File: config.mk
export PLATFORM = sky130hd
export DESIGN_NAME = pll_reset_sequencer
export DESIGN_NICKNAME = d
export VERILOG_FILES = /design/src/rtl/pll_seq_pkg.sv /design/src/rtl/sync_2ff.sv /design/src/rtl/pll_reset_sequencer.sv
export SDC_FILE = /design/constraint.sdc
export NUM_CORES = 1
export LEC_CHECK = 0
export CAP_MARGIN = 30
export CORE_UTILIZATION = 28
export DETAILED_ROUTE_END_ITERATION = 10
export GPL_TIMING_DRIVEN = 0
export MAX_ROUTING_LAYER = met4
export PLACE_DENSITY = 0.43
export SETUP_SLACK_MARGIN = 0.5
export SLEW_MARGIN = 20
export SYNTH_ARGS = -nofsm -noshare
export SYNTH_HDL_FRONTEND = slang
export SYNTH_SLANG_ARGS = --single-unit
File: constraint.sdc
create_clock -name i_refclk -period 5.3 [get_ports i_refclk]
set_clock_uncertainty 0.05 [all_clocks]
set_input_delay 1.325 -clock i_refclk [delete_from_list [all_inputs] [get_ports i_refclk]]
set_output_delay 1.325 -clock i_refclk [all_outputs]
set_load 0.05 [all_outputs]
File: src/rtl/pll_seq_pkg.sv
// Shared types, default parameters and counter sizing for the PLL reset sequencer.
// Pure declarations: no latency, no backpressure.
package pll_seq_pkg;

    typedef enum logic [2:0] {
        RESET_PLL = 3'd0,
        WAIT_LOCK = 3'd1,
        RELEASE   = 3'd2,
        RUN       = 3'd3,
        FAULT     = 3'd4
    } state_e;

    localparam int DEF_RST_PULSE_CYCLES    = 16;
    localparam int DEF_LOCK_STABLE_CYCLES  = 256;
    localparam int DEF_LOCK_TIMEOUT_CYCLES = 1_000_000;
    localparam int DEF_MAX_RETRIES         = 7;
    localparam int DEF_NUM_DOMAINS         = 5;
    localparam int DEF_STAGGER_CYCLES      = 64;

    // One spare bit over $clog2 so a counter can always hold its terminal value.
    function automatic int cnt_width(input int n);
        return $clog2(n) + 1;
    endfunction

endpackage

File: src/rtl/sync_2ff.sv
// Two-flop synchronizer for a single asynchronous level, synchronous reset to 0.
// Latency 2 cycles; no backpressure.
module sync_2ff (
    input  logic i_clk,
    input  logic i_rst,
    input  logic i_d,
    output logic o_q
);

    logic r_meta;
    logic r_sync;

    always_ff @(posedge i_clk) begin
        if (i_rst) begin
            r_meta <= 1'b0;
            r_sync <= 1'b0;
        end else begin
            r_meta <= i_d;
            r_sync <= r_meta;
        end
    end

    assign o_q = r_sync;

endmodule

File: src/rtl/pll_reset_sequencer.sv
// PLL supervisor: pulses PLL reset, qualifies lock with timeout/retry, staggers domain reset release.
// Lock-to-release latency 2 + LOCK_STABLE_CYCLES + 1 cycles; no backpressure, all outputs registered.
module pll_reset_sequencer
    import pll_seq_pkg::*;
#(
    parameter int RST_PULSE_CYCLES    = DEF_RST_PULSE_CYCLES,
    parameter int LOCK_STABLE_CYCLES  = DEF_LOCK_STABLE_CYCLES,
    parameter int LOCK_TIMEOUT_CYCLES = DEF_LOCK_TIMEOUT_CYCLES,
    parameter int MAX_RETRIES         = DEF_MAX_RETRIES,
    parameter int NUM_DOMAINS         = DEF_NUM_DOMAINS,
    parameter int STAGGER_CYCLES      = DEF_STAGGER_CYCLES
) (
    input  logic                   i_refclk,
    input  logic                   i_rst,
    input  logic                   i_pll_locked,
    input  logic                   i_restart_req,
    output logic                   o_pll_rst,
    output logic [NUM_DOMAINS-1:0] o_dom_rst,
    output logic                   o_ready,
    output logic                   o_fault,
    output logic [7:0]             o_retry_count,
    output logic [7:0]             o_lock_loss_count
);

    localparam int PULSE_W  = cnt_width(RST_PULSE_CYCLES);
    localparam int STABLE_W = cnt_width(LOCK_STABLE_CYCLES);
    localparam int TMO_W    = cnt_width(LOCK_TIMEOUT_CYCLES);
    localparam int REL_MAX  = (NUM_DOMAINS - 1) * STAGGER_CYCLES + 1;
    localparam int REL_W    = cnt_width(REL_MAX);

    localparam logic [PULSE_W-1:0]  PULSE_LAST  = PULSE_W'(RST_PULSE_CYCLES - 1);
    localparam logic [STABLE_W-1:0] STABLE_LAST = STABLE_W'(LOCK_STABLE_CYCLES - 1);
    localparam logic [TMO_W-1:0]    TMO_LAST    = TMO_W'(LOCK_TIMEOUT_CYCLES - 1);
    localparam logic [8:0]          RETRY_LIMIT = 9'(MAX_RETRIES);

    state_e                  r_state;
    logic                    r_pll_rst;
    logic [NUM_DOMAINS-1:0]  r_dom_rst;
    logic                    r_ready;
    logic                    r_fault;
    logic [7:0]              r_retry_cnt;
    logic [7:0]              r_loss_cnt;
    logic [PULSE_W-1:0]      r_pulse_cnt;
    logic [STABLE_W-1:0]     r_stable_cnt;
    logic [TMO_W-1:0]        r_tmo_cnt;
    logic [REL_W-1:0]        r_rel_cnt;

    logic                    w_lock_s;
    logic                    w_tmo_hit;
    logic                    w_stable_hit;
    logic [8:0]              w_retry_next;
    logic [7:0]              w_retry_sat;
    logic [7:0]              w_loss_next;
    logic [NUM_DOMAINS-1:0]  w_rel_mask;

    sync_2ff u_lock_sync (
        .i_clk (i_refclk),
        .i_rst (i_rst),
        .i_d   (i_pll_locked),
        .o_q   (w_lock_s)
    );

    assign w_tmo_hit    = (r_tmo_cnt == TMO_LAST);
    assign w_stable_hit = w_lock_s && (r_stable_cnt == STABLE_LAST);

    // Nine bits so a MAX_RETRIES of 255 still detects the overflowing attempt.
    assign w_retry_next = {1'b0, r_retry_cnt} + 9'd1;
    assign w_retry_sat  = w_retry_next[8] ? 8'hFF : w_retry_next[7:0];
    assign w_loss_next  = (r_loss_cnt == 8'hFF) ? 8'hFF : r_loss_cnt + 8'd1;

    // Domain i is eligible for release once i*STAGGER_CYCLES cycles have elapsed in RELEASE.
    always_comb begin
        w_rel_mask = '0;
        for (int i = 0; i < NUM_DOMAINS; i++) begin
            w_rel_mask[i] = (int'(r_rel_cnt) >= i * STAGGER_CYCLES);
        end
    end

    always_ff @(posedge i_refclk) begin
        if (i_rst) begin
            r_state      <= RESET_PLL;
            r_pll_rst    <= 1'b1;
            r_dom_rst    <= '1;
            r_ready      <= 1'b0;
            r_fault      <= 1'b0;
            r_retry_cnt  <= '0;
            r_loss_cnt   <= '0;
            r_pulse_cnt  <= '0;
            r_stable_cnt <= '0;
            r_tmo_cnt    <= '0;
            r_rel_cnt    <= '0;
        end else if (i_restart_req) begin
            r_state     <= RESET_PLL;
            r_pll_rst   <= 1'b1;
            r_dom_rst   <= '1;
            r_ready     <= 1'b0;
            r_fault     <= 1'b0;
            r_retry_cnt <= '0;
            r_pulse_cnt <= '0;
        end else begin
            case (r_state)
                RESET_PLL: begin
                    if (r_pulse_cnt == PULSE_LAST) begin
                        r_state      <= WAIT_LOCK;
                        r_pll_rst    <= 1'b0;
                        r_stable_cnt <= '0;
                        r_tmo_cnt    <= '0;
                    end else begin
                        r_pulse_cnt <= r_pulse_cnt + PULSE_W'(1);
                    end
                end

                WAIT_LOCK: begin
                    if (w_tmo_hit) begin
                        r_retry_cnt <= w_retry_sat;
                        r_pll_rst   <= 1'b1;
                        r_pulse_cnt <= '0;
                        if (w_retry_next > RETRY_LIMIT) begin
                            r_state <= FAULT;
                            r_fault <= 1'b1;
                        end else begin
                            r_state <= RESET_PLL;
                        end
                    end else if (w_stable_hit) begin
                        r_state   <= RELEASE;
                        r_rel_cnt <= '0;
                    end else begin
                        r_tmo_cnt    <= r_tmo_cnt + TMO_W'(1);
                        r_stable_cnt <= w_lock_s ? r_stable_cnt + STABLE_W'(1) : '0;
                    end
                end

                RELEASE, RUN: begin
                    if (!w_lock_s) begin
                        r_state     <= RESET_PLL;
                        r_pll_rst   <= 1'b1;
                        r_dom_rst   <= '1;
                        r_ready     <= 1'b0;
                        r_pulse_cnt <= '0;
                        r_loss_cnt  <= w_loss_next;
                    end else if (r_state == RELEASE) begin
                        // RUN is entered one cycle after the last domain bit has dropped.
                        if (r_dom_rst == '0) begin
                            r_state     <= RUN;
                            r_ready     <= 1'b1;
                            r_retry_cnt <= '0;
                        end else begin
                            r_dom_rst <= r_dom_rst & ~w_rel_mask;
                            r_rel_cnt <= r_rel_cnt + REL_W'(1);
                        end
                    end
                end

                FAULT: begin
                    r_pll_rst <= 1'b1;
                    r_dom_rst <= '1;
                    r_fault   <= 1'b1;
                end

                default: begin
                    r_state     <= RESET_PLL;
                    r_pll_rst   <= 1'b1;
                    r_dom_rst   <= '1;
                    r_ready     <= 1'b0;
                    r_fault     <= 1'b0;
                    r_pulse_cnt <= '0;
                end
            endcase
        end
    end

    assign o_pll_rst         = r_pll_rst;
    assign o_dom_rst         = r_dom_rst;
    assign o_ready           = r_ready;
    assign o_fault           = r_fault;
    assign o_retry_count     = r_retry_cnt;
    assign o_lock_loss_count = r_loss_cnt;

endmodule
* Word-level counts from Yosys, hierarchy flattened
Index checks and enable logic that the tools add are counted. W data, S select, Z words.
Storage, ports and cells: bits in registers 74, output and inout port bits 24, logic and storage cells 125
Operators by class: add/subtract/negate cells 6, order comparisons 5, eq/ne operators 24, mux-type cells 49, bitwise gates (word level) 8, reduce and logical (&&, ||, !) cells 20
Operator list (number):
- $mux W21 | 3
- $mux W10 | 5
- $mux W8 | 6
- $pmux W21 S2 | 1
- $mux W9 | 4
- $mux W5 | 6
- $ne A2 B2 Y1 const B | 11
- $add A21 B1 Y21 const B | 1
- $eq A21 B20 Y1 const B | 1
- $mux W3 | 7
- $ge A10 B8 Y1 const B | 2
- $pmux W10 S2 | 1
- $pmux W5 S4 | 1
- $pmux W9 S2 | 1
- $pmux W8 S2 | 1
- $reduce_and A3 Y1 | 5
- $reduce_and A5 Y1 | 3
- $ne A3 B3 Y1 const B | 4
- $pmux W3 S4 | 1
- $add A10 B1 Y10 const B | 1
- $ge A10 B7 Y1 const B | 1
- $ge A10 B9 Y1 const B | 1
- $pmux W5 S2 | 1
- $add A8 B1 Y9 const B | 1
- 25 further kinds | 43

* Longest topological paths before layout
depth in word-level cells 7, depth in mapped cells 13

* By module
Synthesis repeated with hierarchy kept, for this count alone.
Unflattened totals: cell total of the unflattened synthesis 490, area, all modules 4020.1 um^2
Modules (own cells, without submodules):
- pll_reset_sequencer | times used 1, cells an instance 486, area an instance 3967.6 um^2
- sync_2ff | times used 1, cells an instance 4, area an instance 52.6 um^2

* Least setup slack after synthesis
No wires, ideal clock.
path type in2reg, start input i_restart_req, end register r_stable_cnt[5], arrival time 2508 ps, required time 5133 ps, setup slack 2624 ps, cell stages on the path 5, buffers on the path 0, cell sequence nor3_1 o211ai_1 a21oi_1 o21ai_0 a32o_1
Between the ends: longest elaborated chain between the ends 2
Ends and longest elaborated chain:
- start: declaration | RTL line pll_reset_sequencer.sv:16 | input logic i_restart_req,
- $not A1 Y1 (no line)
- $reduce_and A5 Y1 (no line)
- end signal: assignment | RTL line pll_reset_sequencer.sv:129 | r_stable_cnt <= w_lock_s ? r_stable_cnt + STABLE_W'(1) : '0;
- end: declaration | RTL line pll_reset_sequencer.sv:44 | logic [STABLE_W-1:0] r_stable_cnt;
Every way passes these cells. A chain may end at the register's enable or synchronous reset.

* Final worst setup path
Same ends and word-level chain as after synthesis.

==> impl_metrics.ini <==
[synthesis]
synthMuxAreaShare_pct = 2.34
postSynthAreaPerCell_sq_um = 8.37
ys_async_sr_fraction_pct = 0
synthXorXnorAreaFrac_pct = 3.76
compound_gate_portion_of_the_synthesized_area_pct = 19.8
arithmetic_cell_share_of_the_synthesized_area_counting_full_adders_half_adders_and_majority_gates_pct = 3.16
yosys_most_used_dff = dfxtp_1
postSynthRegisterBits = 74
synth_top_family_by_area = simple AND/OR/NAND/NOR gates
synth_warnings = 0
post_synth_and_or_nand_nor_area_fraction_pct = 28.8
syn_nets = 487
yosysUniqueCellTypes = 66
netlist_area_sq_um = 3960
synth_sequential_area_ratio_pct = 37.4
postSynthCellCount = 473
synth_edf_count = 0

[critical_path]
cp-start-kind = input pin
worstSetupPathType = input pin to flop
critical-path-max-stage-delay_ps = 670
crit_slowest_cell = a21oi_1
crit_path_cell_trace = clkdlybuf4s50_1 > nor3_1 > o211ai_1 > a21oi_1 > o21ai_0 > a32o_1
arrival_ps = 3590
endpoint_kind = flop
timing.critical_path.required_ps = 5480
timing.critical_path.fanout_max = 8

[layout]
syn2layout_area_growth_pct = 19.7
antennaDiodeCount = 0
nFillCells = 1456
sequential_cell_area_sq_um = 1480
layout-drive-gt1-share_pct = 8.33
nets = 525
finish.instance_area_sq_um = 4740
final_cell_count_no_fill = 696
area_occupied_by_multi_input_gates_sq_um = 2290
final_core_utilization_pct = 34.3

[power_and_ir_drop]
switching_share_pct = 21.0
static_power_due_to_leakage_uw = 0.00158
power.internal_uw = 918
max-vdd-ir-drop_mv = 0.169
clockPowerShare_pct = 50.0
power_per_cell_area_nw_per_um2 = 245
power.combinational.fraction_pct = 2.0
power_switching_uw = 244
power.share.sequential_pct = 48.1

[sta]
slew_viol_final = 0
finalSetupTns_ps = 0
worst_hold_margin_ps = 398
setup_viol = 0
grt_setup_unrepaired = false
worst_slew_pin_slew_ps = 723
hold_violations = 0
relSlewSlack_pct = 51.6
fmax_mhz = 293
finalCritPeriodShare_pct = 64.4
min_period_ps = 3410

[clocking]
cts.repair_timing.setup_buffer_count = 0
numCtsBuffers = 9
post_cts.resized_instances = 0
clockBufferDepth = 2
insertion_delay_ps = 340
cts-root-buf = clkbuf_16
htree_levels = 3
clk_transition_reported_paths_ps = 50
cts_hold_buffers = 0
cts_num_sinks = 74
tritoncts = built

[placement]
globalplace.congestion = 0.749
post-place-cells = 680
post_detailed_placement_cell_area_sq_um = 4450
half_perimeter_wire_length_after_detailed_placement_um = 7280
port_buffers = 27

[global_route]
via_count_of_the_first_global_routing_pass = 3399
grt_first_pass_wirelength_um = 17100
overflow = 0
grt_start_max_net_pins = 12
overall_track_demand_over_capacity_in_global_routing_pct = 15.3
antenna_found_initial = 0

[hold_path]
hold_class = flop to flop

[detailed_routing]
detail_route.vias_per_cell = 5.18
final_antenna_net_count = 0
via_count = 3603
drt_drc_violations_left = 0
drtIter0Drc = 237
firstDrtPassIters = 4
wire_per_inst_um = 14.6
drt_wl_total_um = 10200

[flow_run]
maxCapViolCount = 0

[die]
fp.dieH_um = 121
die-area_sq_um = 14600
start_util_pct = 28.6
num_rows = 43
top_level_ports = 28
die_width_um = 121
core-area_sq_um = 13800

[outcome]
run_status = completed
through the flow:
step	total power, uW	worst slack (ps)
3_3_place_gp	594	1540
2_1_floorplan	584	2620
3_5_place_dp	594	1570
4_1_cts	1190	1920
5_1_grt	1220	1780
6_report	1160	1890
critical path, delay by kind of cell:
kind / cells / cell delay [ps]
AO/OA/AOI/OAI: 4 / 1460
AND/OR/NAND/NOR: 1 / 240
buffers and inverters: 1 / 550
cell families (layout without fill, tap and decap cells):
kind of cell,Yosys count,in the layout
AND/OR/NAND/NOR,212,212
XOR/XNOR,17,17
adder cells (fa/ha/maj),10,10
buffers and inverters,37,80
multiplexers,9,9
AO/OA/AOI/OAI,114,114
flip-flops,74,74
layout by cell type (no fill, tap or decap), types with 7 or more instances in the layout:
cell and count:
o21ai_0 15, nand2_1 40, a21oi_1 36, inv_1 12, clkbuf_1 19, clkdlybuf4s50_1 27
nor2_1 50, mux2i_1 7, xnor2_1 11, o31ai_1 12, ha_1 10, nor3_1 15
dfxtp_1 74, nand4_1 13, or3_1 10, clkbuf_16 9, nand3_1 18, and3_1 15
synthesized netlist by cell type, drive strengths merged (3+ instances only):
| master | n | area, sq um |
|---|---|---|
| xnor2 | 11 | 96.3 |
| nand3 | 18 | 90.1 |
| a31oi | 6 | 37.5 |
| o21ai | 22 | 136 |
| mux2i | 7 | 70.1 |
| a21oi | 38 | 198 |
| or2 | 4 | 25.0 |
| or3 | 11 | 73.8 |
| a211oi | 6 | 50.1 |
| dfxtp | 74 | 1480 |
| nand4b | 5 | 43.8 |
| nor4b | 4 | 41.3 |
| xor2 | 6 | 52.6 |
| or4 | 3 | 26.3 |
| buf | 8 | 75.1 |
| inv | 12 | 45.0 |
| nor4 | 3 | 18.8 |
| nand3b | 4 | 30.0 |
| nand2b | 5 | 31.3 |
| nand4 | 13 | 81.3 |
| nor3 | 15 | 75.1 |
| nand2 | 40 | 150 |
| clkbuf | 17 | 63.8 |
| and3 | 15 | 93.8 |
| nor2 | 50 | 188 |
| and4 | 6 | 52.6 |
| nor2b | 6 | 37.5 |
| o31ai | 12 | 90.1 |
| and2 | 3 | 18.8 |
| nor3b | 5 | 42.5 |
| a41oi | 3 | 26.3 |
| ha | 10 | 125 |
final cells by class:
| class | instances | share of cell area, % |
|---|---|---|
| plain buffers | 25 | 2.93 |
| clock inverters | 2 | 0.211 |
| multi-input cells | 362 | 48.4 |
| inverters | 12 | 0.951 |
| repair buffers | 27 | 5.71 |
| well taps | 180 | 4.75 |
| flip-flops and latches | 74 | 31.3 |
| clock buffers | 14 | 5.78 |
power groups by stage:
stage                     Sequential [uW]  Clock, uW  Combinational (uW)
after global placement                571          0                23.1
final                                 559        581                22.7
after CTS                             559        607                23.0
after floorplan                       571          0                13.1
after global routing                  559        631                25.2
after detailed placement              571          0                23.0
worst paths after layout:
path                 startpoint              end  slack (ps)  depth (start not counted)
max               i_restart_req  r_stable_cnt[5]        1890                          6
min          u_lock_sync.r_meta  u_lock_sync.o_q         400                          1
max reg2reg     r_stable_cnt[0]  r_stable_cnt[5]        2230                         10
min reg2reg  u_lock_sync.r_meta  u_lock_sync.o_q         400                          1
state kept, by name (all words and copies together) (netlist names):
signal,cells
o_ready,1
o_pll_rst,1
r_pulse_cnt,5
o_dom_rst,5
r_rel_cnt,10
o_fault,1
r_stable_cnt,9
r_state,3
o_lock_loss_count,8
o_retry_count,8
u_lock_sync.o_q,1
u_lock_sync.r_meta,1
r_tmo_cnt,21
layer usage:
metal / wire [um] / GRT usage, %
met2: 4780 / 24.3
met1: 4980 / 18.8
met4: 118 / 4.78
met5: 0 / -
met3: 316 / 4.32
No activity file was read; power rests on OpenSTA's default activity.
